## config.mk

```make
export PLATFORM = sky130hd
export DESIGN_NAME = rs_issue_queue
export DESIGN_NICKNAME = d
export VERILOG_FILES = /design/src/rtl/rs_issue_queue_pkg.sv /design/src/rtl/rs_issue_queue_age.sv /design/src/rtl/rs_issue_queue.sv
export SDC_FILE = /design/constraint.sdc
export NUM_CORES = 1
export LEC_CHECK = 0
export CORE_ASPECT_RATIO = 0.8
export CORE_MARGIN = 2
export CORE_UTILIZATION = 40
export DETAILED_ROUTE_END_ITERATION = 12
export PLACE_DENSITY = 0.57
export SYNTH_ARGS = -nofsm -noshare
export SYNTH_HDL_FRONTEND = slang
export SYNTH_SLANG_ARGS = --single-unit
```

## constraint.sdc

```tcl
create_clock -name clk -period 4.6 [get_ports clk]
set_input_delay 0.92 -clock clk [delete_from_list [all_inputs] [get_ports clk]]
set_output_delay 0.92 -clock clk [all_outputs]
set_load 0.1 [all_outputs]
```

## src/rtl/rs_issue_queue_pkg.sv

```systemverilog
// Shared parameters, FU encoding and uop payload structs for the unified
// reservation station (dispatch-side Disp_uOP and issue-side Sel_uOP).
package rs_issue_queue_pkg;

  localparam int unsigned RS_ENTRIES = 8;
  localparam int unsigned NUM_FUS    = 4;
  localparam int unsigned NUM_PREGS  = 64;
  localparam int unsigned NUM_CDB    = 2;
  localparam int unsigned PREG_W     = $clog2(NUM_PREGS);
  localparam int unsigned RS_IDX_W   = $clog2(RS_ENTRIES);
  localparam int unsigned OCC_W      = $clog2(RS_ENTRIES + 1);
  localparam int unsigned FU_W       = $clog2(NUM_FUS);
  localparam int unsigned PAYLOAD_W  = 16;

  typedef enum logic [FU_W-1:0] {
    FU_ALU0,
    FU_ALU1,
    FU_MUL,
    FU_LSU
  } fu_type_e;

  typedef struct packed {
    fu_type_e              fu_type;
    logic [PREG_W-1:0]     src1_tag;
    logic                  src1_rdy;
    logic [PREG_W-1:0]     src2_tag;
    logic                  src2_rdy;
    logic [PREG_W-1:0]     dst_tag;
    logic [PAYLOAD_W-1:0]  payload;
  } disp_uop_t;

  typedef struct packed {
    fu_type_e              fu_type;
    logic [PREG_W-1:0]     src1_tag;
    logic [PREG_W-1:0]     src2_tag;
    logic [PREG_W-1:0]     dst_tag;
    logic [PAYLOAD_W-1:0]  payload;
    logic [RS_IDX_W-1:0]   rs_idx;
  } sel_uop_t;

  // True when any valid CDB port broadcasts the given tag.
  function automatic logic cdb_hit(input logic [NUM_CDB-1:0]             vld,
                                   input logic [NUM_CDB-1:0][PREG_W-1:0] tags,
                                   input logic [PREG_W-1:0]              tag);
    logic hit;
    hit = 1'b0;
    for (int k = 0; k < int'(NUM_CDB); k++) begin
      hit |= vld[k] && (tags[k] == tag);
    end
    return hit;
  endfunction

endpackage

```

## src/rtl/rs_issue_queue_age.sv

```systemverilog
// rs_age_matrix: RS_ENTRIES x RS_ENTRIES relative-age matrix with oldest pick.
// Ports: clk, rst (sync, active-high); alloc (one-hot slot being written, made
// youngest); free (slots leaving, row/column cleared); req (candidates);
// grant (one-hot oldest requester, combinational).
module rs_age_matrix
  import rs_issue_queue_pkg::*;
(
  input  logic                  clk,
  input  logic                  rst,
  input  logic [RS_ENTRIES-1:0] alloc,
  input  logic [RS_ENTRIES-1:0] free,
  input  logic [RS_ENTRIES-1:0] req,
  output logic [RS_ENTRIES-1:0] grant
);

  // older_q[i][j] = 1 means entry i is older than entry j
  logic [RS_ENTRIES-1:0][RS_ENTRIES-1:0] older_q, older_d;
  logic [RS_ENTRIES-1:0]                 blocked;

  // Stale bits in rows of empty slots are harmless: a row is cleared on alloc.
  always_comb begin
    older_d = older_q;
    for (int i = 0; i < int'(RS_ENTRIES); i++) begin
      for (int j = 0; j < int'(RS_ENTRIES); j++) begin
        if (i == j || free[i] || free[j] || alloc[i]) begin
          older_d[i][j] = 1'b0;
        end else if (alloc[j]) begin
          older_d[i][j] = 1'b1;
        end
      end
    end
  end

  // An entry wins when no older entry is also requesting.
  always_comb begin
    blocked = '0;
    grant   = '0;
    for (int i = 0; i < int'(RS_ENTRIES); i++) begin
      for (int j = 0; j < int'(RS_ENTRIES); j++) begin
        blocked[i] |= req[j] && older_q[j][i];
      end
      grant[i] = req[i] && !blocked[i];
    end
  end

  always_ff @(posedge clk) begin
    if (rst) begin
      older_q <= '0;
    end else begin
      older_q <= older_d;
    end
  end

endmodule

```

## src/rtl/rs_issue_queue.sv

```systemverilog
// rs_issue_queue: unified reservation station. Takes one uop per cycle from
// dispatch, wakes sources from CDB tag broadcasts and issues the oldest ready
// uop whose FU is free.
// Ports: clk, rst (sync, active-high), flush; disp_valid/disp_ready/disp_uop
// (dispatch handshake); cdb_valid/cdb_tag (wakeup broadcasts); fu_ready (per-FU
// availability); sel_valid/sel_ready/sel_uop (issue handshake); occupancy.
module rs_issue_queue
  import rs_issue_queue_pkg::*;
(
  input  logic                          clk,
  input  logic                          rst,
  input  logic                          flush,
  input  logic                          disp_valid,
  output logic                          disp_ready,
  input  disp_uop_t                     disp_uop,
  input  logic [NUM_CDB-1:0]            cdb_valid,
  input  logic [NUM_CDB-1:0][PREG_W-1:0] cdb_tag,
  input  logic [NUM_FUS-1:0]            fu_ready,
  output logic                          sel_valid,
  input  logic                          sel_ready,
  output sel_uop_t                      sel_uop,
  output logic [OCC_W-1:0]              occupancy
);

  disp_uop_t [RS_ENTRIES-1:0] entry_q, entry_d;
  logic [RS_ENTRIES-1:0]      valid_q, valid_d;
  logic [OCC_W-1:0]           occ_q, occ_d;
  logic [RS_ENTRIES-1:0]      alloc_oh, free_oh, eligible, grant;
  logic [RS_IDX_W-1:0]        alloc_idx;
  logic                       disp_fire, issue_fire;

  // Readiness uses registered occupancy only, so an issue-freed slot waits a cycle.
  assign disp_ready = (occ_q < OCC_W'(RS_ENTRIES));
  assign occupancy  = occ_q;
  assign disp_fire  = disp_valid && disp_ready && !flush;
  assign issue_fire = sel_valid && sel_ready && !flush;

  // Lowest-index free slot.
  always_comb begin
    alloc_idx = '0;
    alloc_oh  = '0;
    for (int i = int'(RS_ENTRIES) - 1; i >= 0; i--) begin
      if (!valid_q[i]) alloc_idx = RS_IDX_W'(i);
    end
    if (disp_fire) alloc_oh[alloc_idx] = 1'b1;
  end

  always_comb begin
    eligible = '0;
    for (int i = 0; i < int'(RS_ENTRIES); i++) begin
      eligible[i] = valid_q[i] && entry_q[i].src1_rdy && entry_q[i].src2_rdy &&
                    fu_ready[entry_q[i].fu_type];
    end
  end

  assign free_oh = flush ? '1 : (issue_fire ? grant : '0);

  rs_age_matrix u_age (
    .clk   (clk),
    .rst   (rst),
    .alloc (alloc_oh),
    .free  (free_oh),
    .req   (eligible),
    .grant (grant)
  );

  // Issue mux; grant is all-zero when nothing is eligible, so sel_uop reads 0.
  always_comb begin
    sel_valid = |eligible;
    sel_uop   = '0;
    for (int i = 0; i < int'(RS_ENTRIES); i++) begin
      if (grant[i]) begin
        sel_uop.fu_type  = entry_q[i].fu_type;
        sel_uop.src1_tag = entry_q[i].src1_tag;
        sel_uop.src2_tag = entry_q[i].src2_tag;
        sel_uop.dst_tag  = entry_q[i].dst_tag;
        sel_uop.payload  = entry_q[i].payload;
        sel_uop.rs_idx   = RS_IDX_W'(i);
      end
    end
  end

  // Wakeup, issue invalidation, dispatch write (with CDB bypass), flush last.
  always_comb begin
    entry_d = entry_q;
    valid_d = valid_q;
    occ_d   = occ_q;
    for (int i = 0; i < int'(RS_ENTRIES); i++) begin
      if (cdb_hit(cdb_valid, cdb_tag, entry_q[i].src1_tag)) entry_d[i].src1_rdy = 1'b1;
      if (cdb_hit(cdb_valid, cdb_tag, entry_q[i].src2_tag)) entry_d[i].src2_rdy = 1'b1;
    end
    if (issue_fire) valid_d = valid_d & ~grant;
    if (disp_fire) begin
      entry_d[alloc_idx]          = disp_uop;
      entry_d[alloc_idx].src1_rdy = disp_uop.src1_rdy || cdb_hit(cdb_valid, cdb_tag, disp_uop.src1_tag);
      entry_d[alloc_idx].src2_rdy = disp_uop.src2_rdy || cdb_hit(cdb_valid, cdb_tag, disp_uop.src2_tag);
      valid_d[alloc_idx]          = 1'b1;
    end
    case ({disp_fire, issue_fire})
      2'b10:   occ_d = occ_q + OCC_W'(1);
      2'b01:   occ_d = occ_q - OCC_W'(1);
      default: occ_d = occ_q;
    endcase
    if (flush) begin
      valid_d = '0;
      occ_d   = '0;
    end
  end

  always_ff @(posedge clk) begin
    if (rst) begin
      entry_q <= '0;
      valid_q <= '0;
      occ_q   <= '0;
    end else begin
      entry_q <= entry_d;
      valid_q <= valid_d;
      occ_q   <= occ_d;
    end
  end

  a_fu_type_legal : assert property (@(posedge clk) disable iff (rst)
    disp_valid |-> (32'(disp_uop.fu_type) < NUM_FUS))
    else $error("rs_issue_queue: illegal fu_type %0d", disp_uop.fu_type);

endmodule

```

==> results.toml <==
[job]
maxCapViolations = 0

[floorplan]
fp.dieH_um = 198
rows = 71
die-area_mm2 = 0.0488
die_w_um = 246
core_mm2 = 0.0467
ioPinCount = 106
start_util_pct = 40.3

[place]
port-buffer-count = 105
hpwl_um = 47500
place.gp.congestion = 0.956
placed_cell_area_mm2 = 0.0217

[worst_setup_path]
critPathLaunchType = "input pin"
cp_slowest_cell = "mux4_2"
crit_fanout = 8
cp_top_family = "compound AO/OA/AOI/OAI gates"
crit_arrival_ns = 3.63
setup.worst_path.end_class = "output pin"
cpPeakStageDelay_ns = 0.50
critPathBufInv = 4
path_cells = "buf_2, mux4_2, and3_1, a2111oi_4, a211oi_4, buf_12, buf_4, a221oi_2, o21ai_2, a221o_1, buf_12"
crit_start = "fu_ready[3]"
crit_top_cell = "buf_12"
r2r_setup_slack_ns = 1.08
cp.required_ns = 3.68
worst_r2r_path_depth = 12
path_class = "in2out"
r2r-end = "occupancy[3]$_SDFFE_PP0P_"

[clock_tree]
path_clk_slew_ns = 0.06
cts_num_sinks = 372
cts_made_buffers = 41
clkLatencyLatePin_ns = 0.58
ctsLongestPathBuffers = 3
h-tree-depth = 2
cts_tree = "done"
holdBufCountCts = 0
root_buffer = "clkbuf_16"

[synthesis]
avgSynthCellArea_um2 = 7.59
synthArstFlopShare_pct = 0
synth_edf_count = 0
ys_ff_latch = 372
ys_seq_area_share_pct = 39.6
synth_top_area_cell = "dfxtp_1"
synth_nets = 2544
yosysUniqueCellTypes = 62
syn_inst = 2479
ys.flop_type = "dfxtp_1"
synth_top_area_share_pct = 39.6
synthTopCellsByArea = "dfxtp_1 40%, nand2_1 13%, a21oi_1 9.1%"
syn_area_mm2 = 0.0188
yosys_warnings = 0

[timing]
drv_slew = 0
relSlewSlack_pct = 25.0
min_period_over_period_pct = 99.0
fin_crit_ns = 4.55
worst_pin_slew_ns = 1.12
skew_ns = 0.0211
finalSetupViolations = 0
hold_violations = 0
rsz0062_at_grt = "yes"
hold_ws_ns = 0.451
max_clock_freq_ghz = 0.220
tns_ns = 0

[power]
peakVddDrop_uv = 241
power_density_mw_per_mm2 = 312
total_power_mw = 7.29
leakage_nw = 8.03

[route]
vias = 18600
ant_nets = 0
wl_per_cell_um = 22.7
drt-pass1-iter-count = 5
drc = 0
drtIter0Drc = 2037
drt-vias-per-instance = 5.81
routed_wirelength_um = 72800

[global_routing]
grt_start_max_net_pins = 201
grt_antenna_before_repair = 1
grt_pass1_wl_um = 111000
globalRouteTotalUtil_pct = 29.5
grt-ovfl-total = 0
grt_pass1_vias = 17900

[layout]
final_nets = 2620
design_area_mm2 = 0.0234
final_layout_size_suffix_gt1_share_pct = 13.8
area_growth_syn_to_layout_pct = 24.2
mostFrequentLayoutCell = "nand2_1"
mostFrequentLayoutCells = "634 x nand2_1, 371 x dfxtp_1, 341 x a21oi_1, 136 x nor2_1, 115 x buf_4"

[min_path]
hold_depth = 2
hold_path.class = "reg2reg"

[status]
status = "completed"
## Yosys cell counts (4+ instances only)
library cell	n
buf_2	23
nand2b_1	5
buf_4	20
o2111ai_1	5
clkbuf_1	155
a221o_1	34
buf_1	14
nand3_1	39
nor3_1	43
and3_1	18
nand3_2	15
a211oi_1	36
nor4_1	67
and2_4	4
nand4_1	41
xnor2_1	109
inv_1	14
mux4_2	8
o21ai_1	9
a221oi_1	34
xor2_1	110
o21ai_0	81
clkbuf_2	10
buf_6	4
a21oi_1	342
nor2_1	149
and2_1	10
dfxtp_1	372
a22oi_1	8
nand2_1	641
or3_1	6
## power by group
part	internal [mW]	total [mW]	switching, mW
clock network	2.15	3.56	1.42
registers	3.25	3.27	0.0237
logic	0.160	0.454	0.294
total	5.56	7.29	1.73
## final cells by class
class | count | area (um2)
fill | 4533 | 23400
multi-input combinational | 1867 | 10600
sequential | 372 | 7450
timing repair buffer | 259 | 3050
clock buffer | 55 | 1150
tap | 620 | 776
clock inverter | 16 | 278
inverter | 14 | 52.6
antenna | 1 | 2.50
## what timing repair did
action | CTS | global route
setup buffers | 3 | 1
setup endpoints to repair | 39 | 30
pin swaps | 14 | 4
gates resized for setup | 37 | 36
cloned | 0 | 1
## how the worst max path moves through the flow
stage / cells after the start / endpoint / slack [ns]
final: 11 / sel_uop[27] / 0.05
after global routing: 12 / sel_uop[18] / -0.006
after CTS: 11 / sel_uop[27] / 0.06
after detailed placement: 11 / sel_uop[22] / -0.42
after global placement: 11 / sel_uop[22] / -0.37
after floorplan: 10 / sel_uop[35] / -0.005
## tightest hold or removal path, stage by stage (launching register included)
cell	delay (ns)
dfxtp_1	0.30
nand2_1	0.05
a21oi_1	0.05
## through the flow
stage | utilization [%] | setup WS, ns | cells
floorplan | - | -0.00522 | 2479
global placement | 46.5 | -0.371 | 3127
detailed placement | 46.5 | -0.419 | 3127
CTS | 49.7 | 0.0623 | 3201
global route | 50.0 | -0.00567 | 3203
finish | 50.0 | 0.0465 | 3204
## logic make-up (layout without fill, tap and decap cells)
| group | Yosys count | after routing | share of synthesized area [%] |
|---|---|---|---|
| AOI/OAI and AO/OA | 581 | 581 | 18.8 |
| xor gates and xnor gates | 219 | 219 | 10.2 |
| adders and majority gates | 4 | 4 | 0.306 |
| buffers and inverters | 240 | 344 | 5.57 |
| DFF | 372 | 372 | 39.6 |
| muxes | 8 | 8 | 0.958 |
| other | 0 | 1 | 0 |
| and+or+nand+nor | 1055 | 1055 | 24.5 |
## routing by layer
metal | GRT usage [%] | share of wire, % | vias to the layer above
met5 | 0 | 0 | -
met2 | 45.4 | 44 | 874
li1 | - | - | 8638
met1 | 41.5 | 44 | 8981
met3 | 5.91 | 9.4 | 137
met4 | 9.30 | 2.8 | 0
Power figures use the tool's default switching activity.
